--- src/rtl/pfd_tdc.sv ---
// Phase-frequency detector that measures ref/fb phase error in sys_clk cycles.
// Optional deadzone zeroing is compiled in with `define PFD_TDC_DEADZONE_EN.
module pfd_tdc #(
    parameter int SYNC_STAGES = 2,
    parameter int ERR_W       = 8,
    parameter int LOCK_THRESH = 2,
    parameter int LOCK_COUNT  = 16,
    parameter int DEADZONE    = 1
) (
    input  logic                    sys_clk,
    input  logic                    rst,
    input  logic                    ref_clk,
    input  logic                    fb_clk,
    output logic signed [ERR_W-1:0] error_out,
    output logic                    sample_en,
    output logic                    up,
    output logic                    dn,
    output logic                    slip,
    output logic                    locked
);

    localparam int CNT_W = ERR_W - 1;
    localparam int LC_W  = $clog2(LOCK_COUNT + 1);
    localparam logic [CNT_W-1:0] ERR_MAX = '1;
    localparam logic [CNT_W-1:0] DZ_MAG  = CNT_W'(DEADZONE);
    localparam logic [CNT_W-1:0] LT_MAG  = CNT_W'(LOCK_THRESH);
    localparam logic [LC_W-1:0]  LC_MAX  = LC_W'(LOCK_COUNT);
`ifdef PFD_TDC_DEADZONE_EN
    localparam bit DZ_EN = 1'b1;
`else
    localparam bit DZ_EN = 1'b0;
`endif

    typedef enum logic [1:0] {
        IDLE,
        UP,
        DOWN
    } state_t;

    logic [SYNC_STAGES:0]   ref_sync_q, fb_sync_q;
    logic [SYNC_STAGES-1:0] fill_q;
    logic                   ref_armed_q, fb_armed_q;
    logic                   ref_rise, fb_rise;

    state_t            state_q, state_d;
    logic [CNT_W-1:0]  cnt_q, cnt_d, cnt_inc;
    logic [ERR_W-1:0]  err_q, err_d;
    logic              sample_q, slip_q, up_q, dn_q, locked_q;
    logic              sample_d, slip_d, locked_d;
    logic [LC_W-1:0]   lock_cnt_q, lock_cnt_d;

    logic              emit, emit_neg;
    logic [CNT_W-1:0]  emit_mag, out_mag;
    logic [ERR_W-1:0]  pos_val, emit_val;
    logic              in_win;

    // fill_q marks when the last sync stage holds a real post-reset sample, so an
    // input that was already high at reset release must first be seen low (armed).
    always_ff @(posedge sys_clk or posedge rst) begin
        if (rst) begin
            ref_sync_q  <= '0;
            fb_sync_q   <= '0;
            fill_q      <= '0;
            ref_armed_q <= 1'b0;
            fb_armed_q  <= 1'b0;
        end else begin
            ref_sync_q  <= {ref_sync_q[SYNC_STAGES-1:0], ref_clk};
            fb_sync_q   <= {fb_sync_q[SYNC_STAGES-1:0], fb_clk};
            fill_q      <= {fill_q[SYNC_STAGES-2:0], 1'b1};
            ref_armed_q <= ref_armed_q | (fill_q[SYNC_STAGES-1] & ~ref_sync_q[SYNC_STAGES-1]);
            fb_armed_q  <= fb_armed_q | (fill_q[SYNC_STAGES-1] & ~fb_sync_q[SYNC_STAGES-1]);
        end
    end

    assign ref_rise = ref_armed_q & ref_sync_q[SYNC_STAGES-1] & ~ref_sync_q[SYNC_STAGES];
    assign fb_rise  = fb_armed_q & fb_sync_q[SYNC_STAGES-1] & ~fb_sync_q[SYNC_STAGES];
    assign cnt_inc  = (cnt_q == ERR_MAX) ? cnt_q : cnt_q + 1'b1;

    always_comb begin
        state_d  = state_q;
        cnt_d    = cnt_q;
        emit     = 1'b0;
        emit_neg = 1'b0;
        emit_mag = '0;
        slip_d   = 1'b0;
        case (state_q)
            IDLE: begin
                if (ref_rise && fb_rise) begin
                    emit = 1'b1;
                end else if (ref_rise) begin
                    state_d = UP;
                    cnt_d   = CNT_W'(1);
                end else if (fb_rise) begin
                    state_d = DOWN;
                    cnt_d   = CNT_W'(1);
                end
            end
            UP: begin
                if (fb_rise) begin
                    emit     = 1'b1;
                    emit_mag = cnt_q;
                    state_d  = IDLE;
                    cnt_d    = '0;
                end else if (ref_rise) begin
                    emit     = 1'b1;
                    emit_mag = ERR_MAX;
                    slip_d   = 1'b1;
                    cnt_d    = CNT_W'(1);
                end else begin
                    cnt_d = cnt_inc;
                end
            end
            DOWN: begin
                emit_neg = 1'b1;
                if (ref_rise) begin
                    emit     = 1'b1;
                    emit_mag = cnt_q;
                    state_d  = IDLE;
                    cnt_d    = '0;
                end else if (fb_rise) begin
                    emit     = 1'b1;
                    emit_mag = ERR_MAX;
                    slip_d   = 1'b1;
                    cnt_d    = CNT_W'(1);
                end else begin
                    cnt_d = cnt_inc;
                end
            end
            default: begin
                state_d = IDLE;
                cnt_d   = '0;
            end
        endcase
    end

    // Slip samples bypass the deadzone; lock is judged on the value actually emitted.
    always_comb begin
        out_mag = (DZ_EN && !slip_d && emit_mag <= DZ_MAG) ? '0 : emit_mag;
        pos_val = {1'b0, out_mag};
        emit_val = emit_neg ? -pos_val : pos_val;
        in_win  = !slip_d && (out_mag <= LT_MAG);
        sample_d   = emit;
        err_d      = err_q;
        lock_cnt_d = lock_cnt_q;
        locked_d   = locked_q;
        if (emit) begin
            err_d = emit_val;
            if (in_win) begin
                lock_cnt_d = (lock_cnt_q == LC_MAX) ? lock_cnt_q : lock_cnt_q + 1'b1;
            end else begin
                lock_cnt_d = '0;
            end
            locked_d = (lock_cnt_d == LC_MAX);
        end
    end

    always_ff @(posedge sys_clk or posedge rst) begin
        if (rst) begin
            state_q    <= IDLE;
            cnt_q      <= '0;
            err_q      <= '0;
            sample_q   <= 1'b0;
            slip_q     <= 1'b0;
            up_q       <= 1'b0;
            dn_q       <= 1'b0;
            lock_cnt_q <= '0;
            locked_q   <= 1'b0;
        end else begin
            state_q    <= state_d;
            cnt_q      <= cnt_d;
            err_q      <= err_d;
            sample_q   <= sample_d;
            slip_q     <= slip_d;
            up_q       <= (state_d == UP);
            dn_q       <= (state_d == DOWN);
            lock_cnt_q <= lock_cnt_d;
            locked_q   <= locked_d;
        end
    end

    assign error_out = err_q;
    assign sample_en = sample_q;
    assign up        = up_q;
    assign dn        = dn_q;
    assign slip      = slip_q;
    assign locked    = locked_q;

endmodule

--- config.mk ---
export PLATFORM = sky130hd
export DESIGN_NAME = pfd_tdc
export DESIGN_NICKNAME = d
export VERILOG_FILES = /design/src/rtl/pfd_tdc.sv
export SDC_FILE = /design/constraint.sdc
export NUM_CORES = 1
export LEC_CHECK = 0
export ABC_AREA = 1
export CORE_MARGIN = 2
export CORE_UTILIZATION = 45
export DETAILED_ROUTE_END_ITERATION = 10
export GPL_TIMING_DRIVEN = 1
export HOLD_SLACK_MARGIN = 0.05
export PLACE_DENSITY = 0.62
export SYNTH_ARGS = -nofsm -noshare
export SYNTH_HDL_FRONTEND = slang
export SYNTH_SLANG_ARGS = --single-unit
--- constraint.sdc ---
create_clock -name sys_clk -period 2.95 [get_ports sys_clk]
set_input_delay 0.59 -clock sys_clk [delete_from_list [all_inputs] [get_ports sys_clk]]
set_output_delay 0.59 -clock sys_clk [all_outputs]
set_load 0.01 [all_outputs]
Yosys cells after proc, flatten, opt, wreduce, memory -nomap -nowiden
Index checks and enable logic that the tools add are counted.

Output and inout bits: 13. Bits in registers: 37. Input bits: 4.

Add/subtract/negate cells: 3. $lt $le $gt $ge: 1. Muxes and demuxes: 34. Reductions and logical operators: 5. Bitwise operators: 12. Equality and inequality tests: 9.

Operators with widths (count): 2-to-1 mux 7 bit (12); one-hot mux 7 bit (3 select lines) (1); 2-to-1 mux 5 bit (3); one-hot mux 7 bit (2 select lines) (1); equality test 5 bit, second input constant (2); 2-to-1 mux 2 bit (5); 2-to-1 mux 1 bit (8); 2-to-1 mux 8 bit (1); negator 7 -> 8 bit (1); adder 7 x 1 -> 7 bit, second input constant (1); equality test 7 bit, second input constant (1); <= comparator 7 x 2 -> 1 bit, second input constant (1); AND 1 bit (6); one-hot mux 2 bit (3 select lines) (1); adder 5 x 1 -> 5 bit, second input constant (1); equality test 2 x 1 -> 1 bit, second input constant (2); equality test 2 bit, second input constant (2); NOT 1 bit (4); inequality test 3 bit, second input constant (1); one-hot mux 1 bit (3 select lines) (1); logical AND 1 bit (2); zero test 2 bit (1); inequality test 2 bit, second input constant (1); bitwise OR 1 bit (2); other kinds (3) (3).

Depth between registers and ports, before layout
Gate-level depths: netlist of run 1.

Depth in word-level cells: 10. Gate-level depth with buffers: 15.

Worst setup path after synthesis of run 1
OpenSTA, ideal clock, no wires.

Path type: register -> register. Start: reg state_q[1]. End: reg err_q[2] (netlist: error_out[2]). Required time: 2.814 ns. Stages on the path, launching flop included: 14. Setup slack: 0.780 ns. Clock period less this slack: 2.170 ns. Buffers on the path: 0. Setup time: 0.136 ns. Data arrival time: 2.034 ns. Path through: dfrtp_1 inv_1 ha_1 nand2_1 nand2_1 inv_1 nor2_1 inv_1 nand2_1 inv_1 ha_1 or2_2 xnor2_1 o21ai_0.

Longest elaborated chain between the ends: 4. Elaborated cells between the ends (all ways): 8.

Ends and longest elaborated chain: from (decl) (line 45) `state_t state_q, state_d;`; from (signal assigned) (line 169) `state_q <= state_d;`; equality test 2 bit or equality test 2 x 1 -> 1 bit (tied branches) (line 86) `case (state_q)`; one-hot mux 7 bit (2 select lines) (line 86); negator 7 -> 8 bit (line 140) `emit_val = emit_neg ? -pos_val : pos_val;`; 2-to-1 mux 8 bit (line 140); to (signal assigned) (line 171) `err_q <= err_d;`; to (decl) (line 47) `logic [ERR_W-1:0] err_q, err_d;`.

Parallel ways exist; a longest one is shown, timed or not. A chain may end at the register's enable or synchronous reset.

Worst setup path after layout of run 1
Ends and elaborated chain as after synthesis.

==> results of run 1 <==
layout by cell type, fill, tap and decap left out, types with 3 or more instances in the layout:
cell	count
nand4_1	4
nand2_4	5
clkdlybuf4s50_1	16
buf_4	3
inv_1	29
o22ai_1	5
inv_2	4
nand2_1	57
nand3_1	19
o21ai_1	5
o21ai_0	14
clkbuf_8	5
a21oi_1	4
nand2_2	3
xor2_1	5
dfrtp_1	37
ha_1	9
nor3_1	5
o21bai_1	3
nor2_1	14
flip-flops by register name, indices dropped and copies added, names as in the netlist:
register     count
error_out        8
slip             1
lock_cnt_q       5
dn               1
state_q          2
fb_sync_q        3
fb_armed_q       1
fill_q           2
up               1
sample_en        1
ref_armed_q      1
cnt_q            7
ref_sync_q       3
locked           1
path summary, 6_finish.rpt:
kind                                        start                   endpoint  slack [ns]  cells past startpoint
setup / recovery             state_q[1]$_DFF_PP0_   error_out[2]$_DFFE_PP0P_        0.48                     13
max in group asynchronous                     rst   error_out[3]$_DFFE_PP0P_        1.93                      3
hold / removal             fb_sync_q[0]$_DFF_PP0_     fb_sync_q[1]$_DFF_PP0_        0.35                      0
hold reg to reg            fb_sync_q[0]$_DFF_PP0_     fb_sync_q[1]$_DFF_PP0_        0.35                      0
min in group asynchronous                     rst  lock_cnt_q[0]$_DFFE_PP0P_        0.69                      3
setup reg to reg             state_q[1]$_DFF_PP0_   error_out[2]$_DFFE_PP0P_        0.48                     13
layout make-up:
class / count / area (µm²) / share of cell area, %
clock buffers: 5 / 68.8 / 2.87
clock inverters: 3 / 21.3 / 0.887
inverters: 34 / 130 / 5.43
multi-input cells: 173 / 1000 / 41.9
flip-flops and latches: 37 / 926 / 38.6
well taps: 52 / 65.1 / 2.71
repair buffers: 19 / 183 / 7.62
through the flow:
step                      area, µm²  hold slack, ns  power (µW)
after CTS                      2400           0.354        1950
after floorplan                2090           0.331        1320
after detailed placement       2310           0.336        1580
after global routing           2400           0.361        2100
final                          2400           0.351        1930
after global placement         2310           0.333        1580
power breakdown:
group	switching [µW]	internal (µW)	total, µW
Combinational	519	347	866
Sequential	73.2	626	700
Clock	193	168	361
worst max-delay path, stage by stage (launching register included):
cell and delay, ns:
dfrtp_1 0.41, inv_1 0.10, ha_1 0.29, nand2_1 0.14, nand2_1 0.20, inv_1 0.09, nor2_1 0.14, inv_1 0.08
nand2_1 0.10, inv_1 0.05, ha_1 0.18, or2_2 0.32, xnor2_1 0.16, o21ai_0 0.08
logic make-up after synthesis:
kind of cell    Yosys count  synth area share, %
simple gates            119                 29.0
compound gates           38                 11.0
buf+inv                  38                 7.61
flops                    37                 44.3
fa+ha+maj                 9                 5.39
xor+xnor                  6                 2.52
other cells               1                0.180
metal layers:
layer | track usage (%) | routed length, µm | up-vias | part of all wire [%]
li1 | - | - | 847 | -
met1 | 24.1 | 1990 | 755 | 49
met2 | 28.8 | 1850 | 21 | 46
met3 | 4.72 | 131 | 9 | 3.2
met4 | 8.18 | 82 | 0 | 2.0
met5 | 0 | 0 | - | 0
==> metrics.md, run 1 <==
| Metric | Value |
|---|---|
| Status | `finished clean` |
| Clock root buffer | `clkbuf_8` |
| Skew final | `0.0104 ns` |
| Initial Util | `47.3%` |
| Ys async rst share | `between 90% and 100%` |
| Period utilisation layout | `83.7%` |
| YS warnings | `0` |
| Total Neg Setup Slack | `0 ns` |
| Post-synth top cells | `nand2_1 (57), dfrtp_1 (37), inv_1 (29), nand3_1 (19)` |
| Share of cells above drive strength 1 | `13.3%` |
| EDFF count, synth | `0` |
| Yosys reg bits | `37` |
| Via count | `1632` |
| Remaining Overflow, GRT | `0` |
| Port bufs | `16` |
| Sequential fraction of the synthesis area | `44.3%` |
| # hold bufs at CTS | `0` |
| RSZ-0062 raised after global routing | `false` |
| Fmax | `405 MHz` |
| Top FF cell, synth | `dfrtp_1` |
| Fin util | `54.3%` |
| Mapped Nets | `261` |
| Final WL | `4.06 mm` |
| CTS buffer count | `5` |
| Syn Std Cell Area | `2090 µm²` |
| Area delta synth->final | `14.8%` |
| Area of the core | `4410 µm²` |
| Syn_area_per_cell | `8.42 µm²` |
| Nets | `283` |
| Diode count | `0` |
| Distinct cell type count after synthesis | `37` |
| PwrDens | `804 nW/µm²` |
| Drt via density | `5.05` |
| Resized Gates After CTS | `0` |
| Minimum clock period | `2.47 ns` |
| Post CTS Setup Buffer Count | `0` |
| WS Path Type | `reg -> reg` |
| Routed length per instance | `12.6 µm` |
| Crit-path max FO | `5` |
| Post-synth top area share | `44.3%` |
| Max Cap Viol | `0` |
| Post-route insts no fill | `323` |
| Dpl hpwl | `3.12 mm` |
| Vias in the first global route | `1634` |
| Final setup viols | `0` |
| Die area | `5200 µm²` |
| Initial antenna violation count | `0` |
| Post-place setup slack | `roughly 0.54 ns` |
| First DRT Iteration DRCs | `54` |
| Fin worst setup slack | `0.481 ns` |
| CTS H-tree lvls | `2` |
| Worst Path Arrival | `between 2 and 3 ns` |
| Slew Limit Fails | `0` |
| CTS tree | `yes` |
| Sink Count | `37` |
| Die W | `72.1 µm` |
| Clk buf depth | `2` |
| Dpl cells | `315` |
| Critical path startpoint category | `register` |
| CP endpoint kind | `register` |
| Global-route wire length before repair | `~7.4 mm` |
| Biggest area consumer among synthesized cells | `dfrtp_1` |
| I/O pin cnt | `17` |
| DRT antenna net count | `0` |
| Top post-synthesis cells by area | `dfrtp_1 (44%), nand2_1 (10%), ha_1 (5.4%)` |
| Worst Path Required | `3.12 ns` |
| Height of the die | `72.1 µm` |
| Clk Latency, worst-skew pair | `0.30 ns` |
| Std-Cell Rows | `24` |
| Leakage | `0.00119 µW` |
| GPL Wtd Cong | `0.966` |
| Largest net degree at the start of global routing | `38` |
| Clock transition at path regs | `about 0.08 ns` |
| Post-Syn Instances | `248` |
| VDD IR max | `0.377 mV` |
| Count leader, synth | `nand2_1` |
| Total GRT Usage | `a little under a fifth` |
| HP Class | `reg -> reg` |
| Hold Vio Cnt, Final | `0` |
| Fill count | `430` |
| DR DRC count | `0` |
| DR pass1 iterations | `4` |
(Power assumes the default switching activity.)
==> inputs of run 2 (changes only) <==
--- a/config.mk
+++ b/config.mk
@@ -11,7 +11,7 @@
 export DETAILED_ROUTE_END_ITERATION = 10
 export GPL_TIMING_DRIVEN = 1
 export HOLD_SLACK_MARGIN = 0.05
-export PLACE_DENSITY = 0.62
+export PLACE_DENSITY = 0.65
 export SYNTH_ARGS = -nofsm -noshare
 export SYNTH_HDL_FRONTEND = slang
 export SYNTH_SLANG_ARGS = --single-unit
==> constraint.sdc (replaced) <==
create_clock -name sys_clk -period 2.03 [get_ports sys_clk]
set_input_delay 0.406 -clock sys_clk [delete_from_list [all_inputs] [get_ports sys_clk]]
set_output_delay 0.406 -clock sys_clk [all_outputs]
set_load 0.01 [all_outputs]
==> run 2 against run 1 <==
Fmax rose by 23%. Sequential share of layout area is 5.0 points lower. Clock skew fell by 0.0039 ns. Worst hold slack got worse by 0.0051 ns. Cell area up 15%. Critical endpoint is now locked$_DFFE_PP0P_. Largest cell class unchanged.
==> metrics.md, run 2 (synthesis gave the netlist of run 1 again) <==
| Metric | Value |
|---|---|
| Status | `finished clean` |
| Clk Latency, worst-skew pair | `0.29 ns (about the same)` |
| Max FFs per register | `8 (unchanged)` |
| Leakage | `0.00135 µW (+14%)` |
| Remaining Overflow, GRT | `0 (unchanged)` |
| Psw | `1300 µW (+66%)` |
| Crit-path max FO | `6 (+1)` |
| Area of the core | `4410 µm² (unchanged)` |
| Critical path startpoint category | `register` |
| Period utilisation layout | `98.5% (+15 points)` |
| Vias in the first global route | `1687 (+3.2%)` |
| Placed cell area | `2510 µm² (+8.8%)` |
| WS Path Type | `reg -> reg` |
| Clock transition at path regs | `0.08 ns (about the same)` |
| Sink Count | `37 (unchanged)` |
| Area delta synth->final | `32.2%` |
| Global-route wire length before repair | `7.55 mm (+1.6%)` |
| Slew Limit Fails | `0 (unchanged)` |
| Combinational cell fraction of total power | `53.8% (+8.8 points)` |
| Port bufs | `16 (unchanged)` |
| Final WL | `4.27 mm (+5.3%)` |
| Via count | `1721 (+5.5%)` |
| Total chip power | `3300 µW (+71%)` |
| Buf/Inv on CP | `5 (+1)` |
| Final setup viols | `0 (unchanged)` |
| Commonest non-fill, non-tap cell in the layout | `nand2_1` |
| Skew final | `0.00649 ns (-0.00389 ns)` |
| Sequential power share | `30.9% (-5.4 points)` |
| Drt via density | `4.92 (-2.7%)` |
| Crit path cell chain | `inv_2 > ha_4 > buf_12 > nor2_4 > buf_6 > inv_6 > buf_6 > nand4_1 > nand2_2 > nor2_4 > nand2_4 > nand2_4 > o21ai_2 > nand3_1 > nand2_1` |
| Fin util | `62.6% (+8.2 points)` |
| CTS tree | `yes` |
| Max stage delay on crit path | `0.39 ns (-0.02 ns)` |
| Worst path top cell family by delay | `simple AND/OR/NAND/NOR gates` |
| Dpl hpwl | `3.17 mm (+1.9%)` |
| Total GRT Usage | `19.0% (+0.55 points)` |
| Power Internal | `2000 µW (+75%)` |
| WHS | `0.346 ns (-0.00512 ns)` |
| Fill count | `388 (-9.8%)` |
| Clock root buffer | `clkbuf_8` |
| DRT antenna net count | `0 (unchanged)` |
| PwrDens | `1190 nW/µm² (+49%)` |
| Die area | `5200 µm² (unchanged)` |
| Net Sw Frac | `39.5% (-1.3 points)` |
| Fmax | `500 MHz (+23%)` |
| GPL Wtd Cong | `0.857 (-11%)` |
| Die W | `72.1 µm (unchanged)` |
| RSZ-0062 raised after global routing | `true` |
| Final instance area | `2760 µm² (+15%)` |
| HP Class | `reg -> reg` |
| Height of the die | `72.1 µm (unchanged)` |
| Worst Path Arrival | `2.19 ns (-0.45 ns)` |
| Share of cells above drive strength 1 | `28.9% (+16 points)` |
| Largest net degree at the start of global routing | `38 (unchanged)` |
| Max stage delay cell, worst path | `dfrtp_1` |
| Minimum clock period | `2.00 ns (-0.469 ns)` |
| Initial Util | `47.3% (unchanged)` |
| DR DRC count | `0 (unchanged)` |
| Std-Cell Rows | `24 (unchanged)` |
| VDD IR max | `0.513 mV (+36%)` |
| Clock power frac | `15.3% (-3.4 points)` |
| Commonest cells after routing, fill and taps aside | `nand2_1 (51), dfrtp_1 (36), inv_1 (27), buf_4 (27)` |
| # hold bufs at CTS | `0 (unchanged)` |
| DR pass1 iterations | `4 (unchanged)` |
| CTS buffer count | `5 (unchanged)` |
| CP endpoint kind | `register` |
| Initial antenna violation count | `0 (unchanged)` |
| Clk buf depth | `2 (unchanged)` |
| Worst Path Required | `2.22 ns (-0.90 ns)` |
| First DRT Iteration DRCs | `46 (-15%)` |
| Nets | `310 (+9.5%)` |
| Diode count | `0 (unchanged)` |
| Hold Vio Cnt, Final | `0 (unchanged)` |
| Max Cap Viol | `0 (unchanged)` |
| CTS H-tree lvls | `2 (unchanged)` |
| I/O pin cnt | `17 (unchanged)` |
| Routed length per instance | `12.2 µm (-2.8%)` |
run 2: metrics by stage:
step	TNS (ns)	instances	worst slack, ns
finish	0	350	0.0296
global route	-0.591	350	-0.110
CTS	0	344	0.00472
detailed placement	-0.213	334	-0.0812
global placement	-0.0206	334	-0.0206
floorplan	0	248	0.0258
run 2: what timing repair did:
item	in CTS	in global routing
pin swaps	3	11
resized for setup	6	22
setup endpoints to repair	7	10
buffers inserted	2	6
run 2: layout make-up:
cell class                      instances  area, µm²  area share [%]
Multi-Input combinational cell        173       1140            41.2
Tap cell                               52       65.1            2.36
Clock inverter                          2       15.0           0.544
Sequential cell                        37        927            33.6
Timing Repair Buffer                   46        405            14.7
Inverter                               34        138            4.98
Clock buffer                            6       72.6            2.63
run 2: worst paths after layout:
path | endpoint | start | slack (ns) | cells after the start
max reg2reg | locked$_DFFE_PP0P_ | state_q[1]$_DFF_PP0_ | 0.03 | 15
min in group asynchronous | lock_cnt_q[0]$_DFFE_PP0P_ | rst | 0.50 | 3
max in group asynchronous | state_q[0]$_DFF_PP0_ | rst | 1.17 | 3
max | locked$_DFFE_PP0P_ | state_q[1]$_DFF_PP0_ | 0.03 | 15
min | ref_sync_q[1]$_DFF_PP0_ | ref_sync_q[0]$_DFF_PP0_ | 0.35 | 0
min reg2reg | ref_sync_q[1]$_DFF_PP0_ | ref_sync_q[0]$_DFF_PP0_ | 0.35 | 0
run 2: power groups by stage:
stage | Combinational, µW | Clock [µW] | Sequential (µW)
floorplan | 915 | 0 | 1070
global placement | 1530 | 0 | 1030
detailed placement | 1540 | 0 | 1040
CTS | 1590 | 532 | 1020
global route | 1980 | 551 | 1040
finish | 1780 | 503 | 1020
run 2: layer usage:
layer	share of wire (%)	wire, µm	global-route usage [%]	vias up
li1	-	-	-	902
met1	47	2020	24.0	795
met2	48	2050	30.7	18
met3	2.7	117	4.44	6
met4	2.0	85	9.01	0
met5	0	0	0	-
==> inputs of run 3 (changes only) <==
--- a/config.mk
+++ b/config.mk
@@ -9,9 +9,10 @@
 export CORE_MARGIN = 2
 export CORE_UTILIZATION = 45
 export DETAILED_ROUTE_END_ITERATION = 10
+export DONT_BUFFER_PORTS = 1
 export GPL_TIMING_DRIVEN = 1
 export HOLD_SLACK_MARGIN = 0.05
-export PLACE_DENSITY = 0.65
 export SYNTH_ARGS = -nofsm -noshare
 export SYNTH_HDL_FRONTEND = slang
 export SYNTH_SLANG_ARGS = --single-unit
+export TNS_END_PERCENT = 1
==> run 3 against run 2 <==
Critical path depth shrank 2. Die area unchanged. Setup slack got worse by 0.014 ns. Utilization down 5.3 points. Global-route usage shrank 0.23 points. Clock skew rose by 0.00061 ns. Via count shrank 3.8%. Critical path type unchanged. Highest routed layer unchanged.
==> metrics.md, run 3 (synthesis gave the netlist of run 1 again) <==
| Metric | Value |
|---|---|
| Initial antenna violation count | `0 (unchanged)` |
| Reg2reg setup slack | `0.02 ns (about the same)` |
| Worst Path Arrival | `2.21 ns (+0.02 ns)` |
| CTS buffer count | `5 (unchanged)` |
| DR pass1 iterations | `4 (unchanged)` |
| Share of cells above drive strength 1 | `27.9% (-0.96 points)` |
| GRT Max-Usage Layer | `met2` |
| Hold Vio Cnt, Final | `0 (unchanged)` |
| Std-Cell Rows | `24 (unchanged)` |
| Slew Limit Fails | `0 (unchanged)` |
| Clk Latency, worst-skew pair | `0.30 ns (about the same)` |
| CP endpoint kind | `register` |
| I/O pin cnt | `17 (unchanged)` |
| HP Class | `in -> async` |
| Worst setup path start | `state_q[0]$_DFF_PP0_` |
| Port bufs | `0 (-16)` |
| Dpl hpwl | `3.07 mm (-3.3%)` |
| Status | `finished clean` |
| Period utilisation layout | `99.2% (+0.67 points)` |
| Height of the die | `72.1 µm (unchanged)` |
| Drt via density | `5.05 (+2.6%)` |
| Die area | `5200 µm² (unchanged)` |
| GRT met1 Usage | `24.8% (+0.78 points)` |
| Remaining Overflow, GRT | `0 (unchanged)` |
| Skew final | `0.00711 ns (+0.000613 ns)` |
| Crit path cell chain | `buf_6 > ha_4 > nand2_2 > nand2_2 > buf_6 > o21ai_4 > ha_2 > a21boi_2 > nand3_2 > nand2_4 > o21ai_2 > nand3_1 > nand2_1` |
| Max Cap Viol | `0 (unchanged)` |
| GR Util met3 | `5.14% (+0.69 points)` |
| RR Startpoint | `state_q[0]$_DFF_PP0_` |
| Sink Count | `37 (unchanged)` |
| WS Path Type | `reg -> reg` |
| DRT antenna net count | `0 (unchanged)` |
| VDD IR max | `0.811 mV (+58%)` |
| Setup crit end | `locked$_DFFE_PP0P_` |
| Largest net degree at the start of global routing | `38 (unchanged)` |
| Area of the core | `4410 µm² (unchanged)` |
| Commonest cells after routing, fill and taps aside | `nand2_1 (53), dfrtp_1 (35), inv_1 (25)` |
| Max stage delay on crit path | `0.45 ns (+0.06 ns)` |
| Max FFs per register | `8 (unchanged)` |
| Critical path startpoint category | `register` |
| GPL Wtd Cong | `0.849 (-0.99%)` |
| Commonest non-fill, non-tap cell in the layout | `nand2_1` |
| Area delta synth->final | `21.0%` |
| WHS | `0.0937 ns (-0.252 ns)` |
| Final setup viols | `0 (unchanged)` |
| Worst Path Required | `2.23 ns (about the same)` |
| Clk buf depth | `2 (unchanged)` |
| Total GRT Usage | `18.8% (-0.23 points)` |
| CTS H-tree lvls | `2 (unchanged)` |
| Nets | `288 (-7.1%)` |
| Leakage | `0.00125 µW (-7.3%)` |
| RSZ-0062 raised after global routing | `true` |
| Max stage delay cell, worst path | `dfrtp_2` |
| PwrDens | `1250 nW/µm² (+4.7%)` |
| Routed length per instance | `12.9 µm (+5.5%)` |
| Minimum clock period | `2.01 ns (+0.0136 ns)` |
| Diode count | `0 (unchanged)` |
| Die W | `72.1 µm (unchanged)` |
| First DRT Iteration DRCs | `82 (+78%)` |
| GR met2 Demand/Resource | `30.5% (-0.20 points)` |
| Crit-path max FO | `6 (unchanged)` |
| CTS tree | `yes` |
| Initial Util | `47.3% (unchanged)` |
| Via count | `1655 (-3.8%)` |
| Reg-to-Reg End | `locked$_DFFE_PP0P_` |
| Reg2reg path depth | `13 (-2)` |
| Post-place setup slack | `-0.0933 ns (-0.0122 ns)` |
| Final WL | `4.22 mm (-1.1%)` |
| DR DRC count | `0 (unchanged)` |
| Worst path top cell family by delay | `simple AND/OR/NAND/NOR gates` |
| Global-route wire length before repair | `7.62 mm (+0.91%)` |
| Clock transition at path regs | `0.08 ns (about the same)` |
| Buf/Inv on CP | `2 (-3)` |
| Critical path depth in cells | `13 (-2)` |
| Fmax | `497 MHz (-0.67%)` |
| Vias in the first global route | `1729 (+2.5%)` |
| Clock root buffer | `clkbuf_8` |
| Fin worst setup slack | `0.0160 ns (-0.0136 ns)` |
run 3: metrics by stage:
stage          power, µW  util [%]  instances  TNS (ns)  cell area [µm²]
2_1_floorplan       1990         -        248         0             2140
3_3_place_gp        2320      51.9        312   -0.0110             2290
3_5_place_dp        2330      51.9        312    -0.282             2290
4_1_cts             3040      55.2        322         0             2440
5_1_grt             3430      57.2        328    -0.762             2530
6_report            3160      57.2        328         0             2530
run 3: area by class of cell:
type                            instances  area [µm²]
Fill cell                             394        1890
Clock buffer                            6        82.6
Sequential cell                        37         928
Clock inverter                          2        37.5
Multi-Input combinational cell        173        1090
Tap cell                               52        65.1
Inverter                               34         135
Timing Repair Buffer                   24         188
run 3: timing repair:
action,in CTS,in global routing
gates resized for setup,4,17
hold endpoints to repair,0,0
pin swaps,2,14
buffers inserted,2,6
setup endpoints to repair,8,9
hold buffers,0,0
run 3: worst min-delay path by stage:
stage / start / endpoint / depth (start not counted) / slack, ns
floorplan: fb_sync_q[0]$_DFF_PP0_ / fb_sync_q[1]$_DFF_PP0_ / 0 / 0.33
global placement: fill_q[0]$_DFF_PP0_ / fill_q[1]$_DFF_PP0_ / 0 / 0.33
detailed placement: fill_q[0]$_DFF_PP0_ / fill_q[1]$_DFF_PP0_ / 0 / 0.33
CTS: rst / lock_cnt_q[4]$_DFFE_PP0P_ / 2 / 0.11
global route: ref_clk / ref_sync_q[0]$_DFF_PP0_ / 0 / 0.12
finish: rst / lock_cnt_q[1]$_DFFE_PP0P_ / 2 / 0.09
run 3: routing by layer:
metal	vias up	wire (µm)	part of all wire [%]
met5	-	0	0
met4	0	48	1.1
met3	4	139	3.3
met2	24	2050	49
met1	772	1980	47
li1	855	-	-
run 3: power breakdown:
part	leakage [µW]	total, µW	switching [µW]	internal, µW
registers	0.000469	1090	173	914
logic	0.000728	1400	802	598
clock network	0.0000574	670	271	399
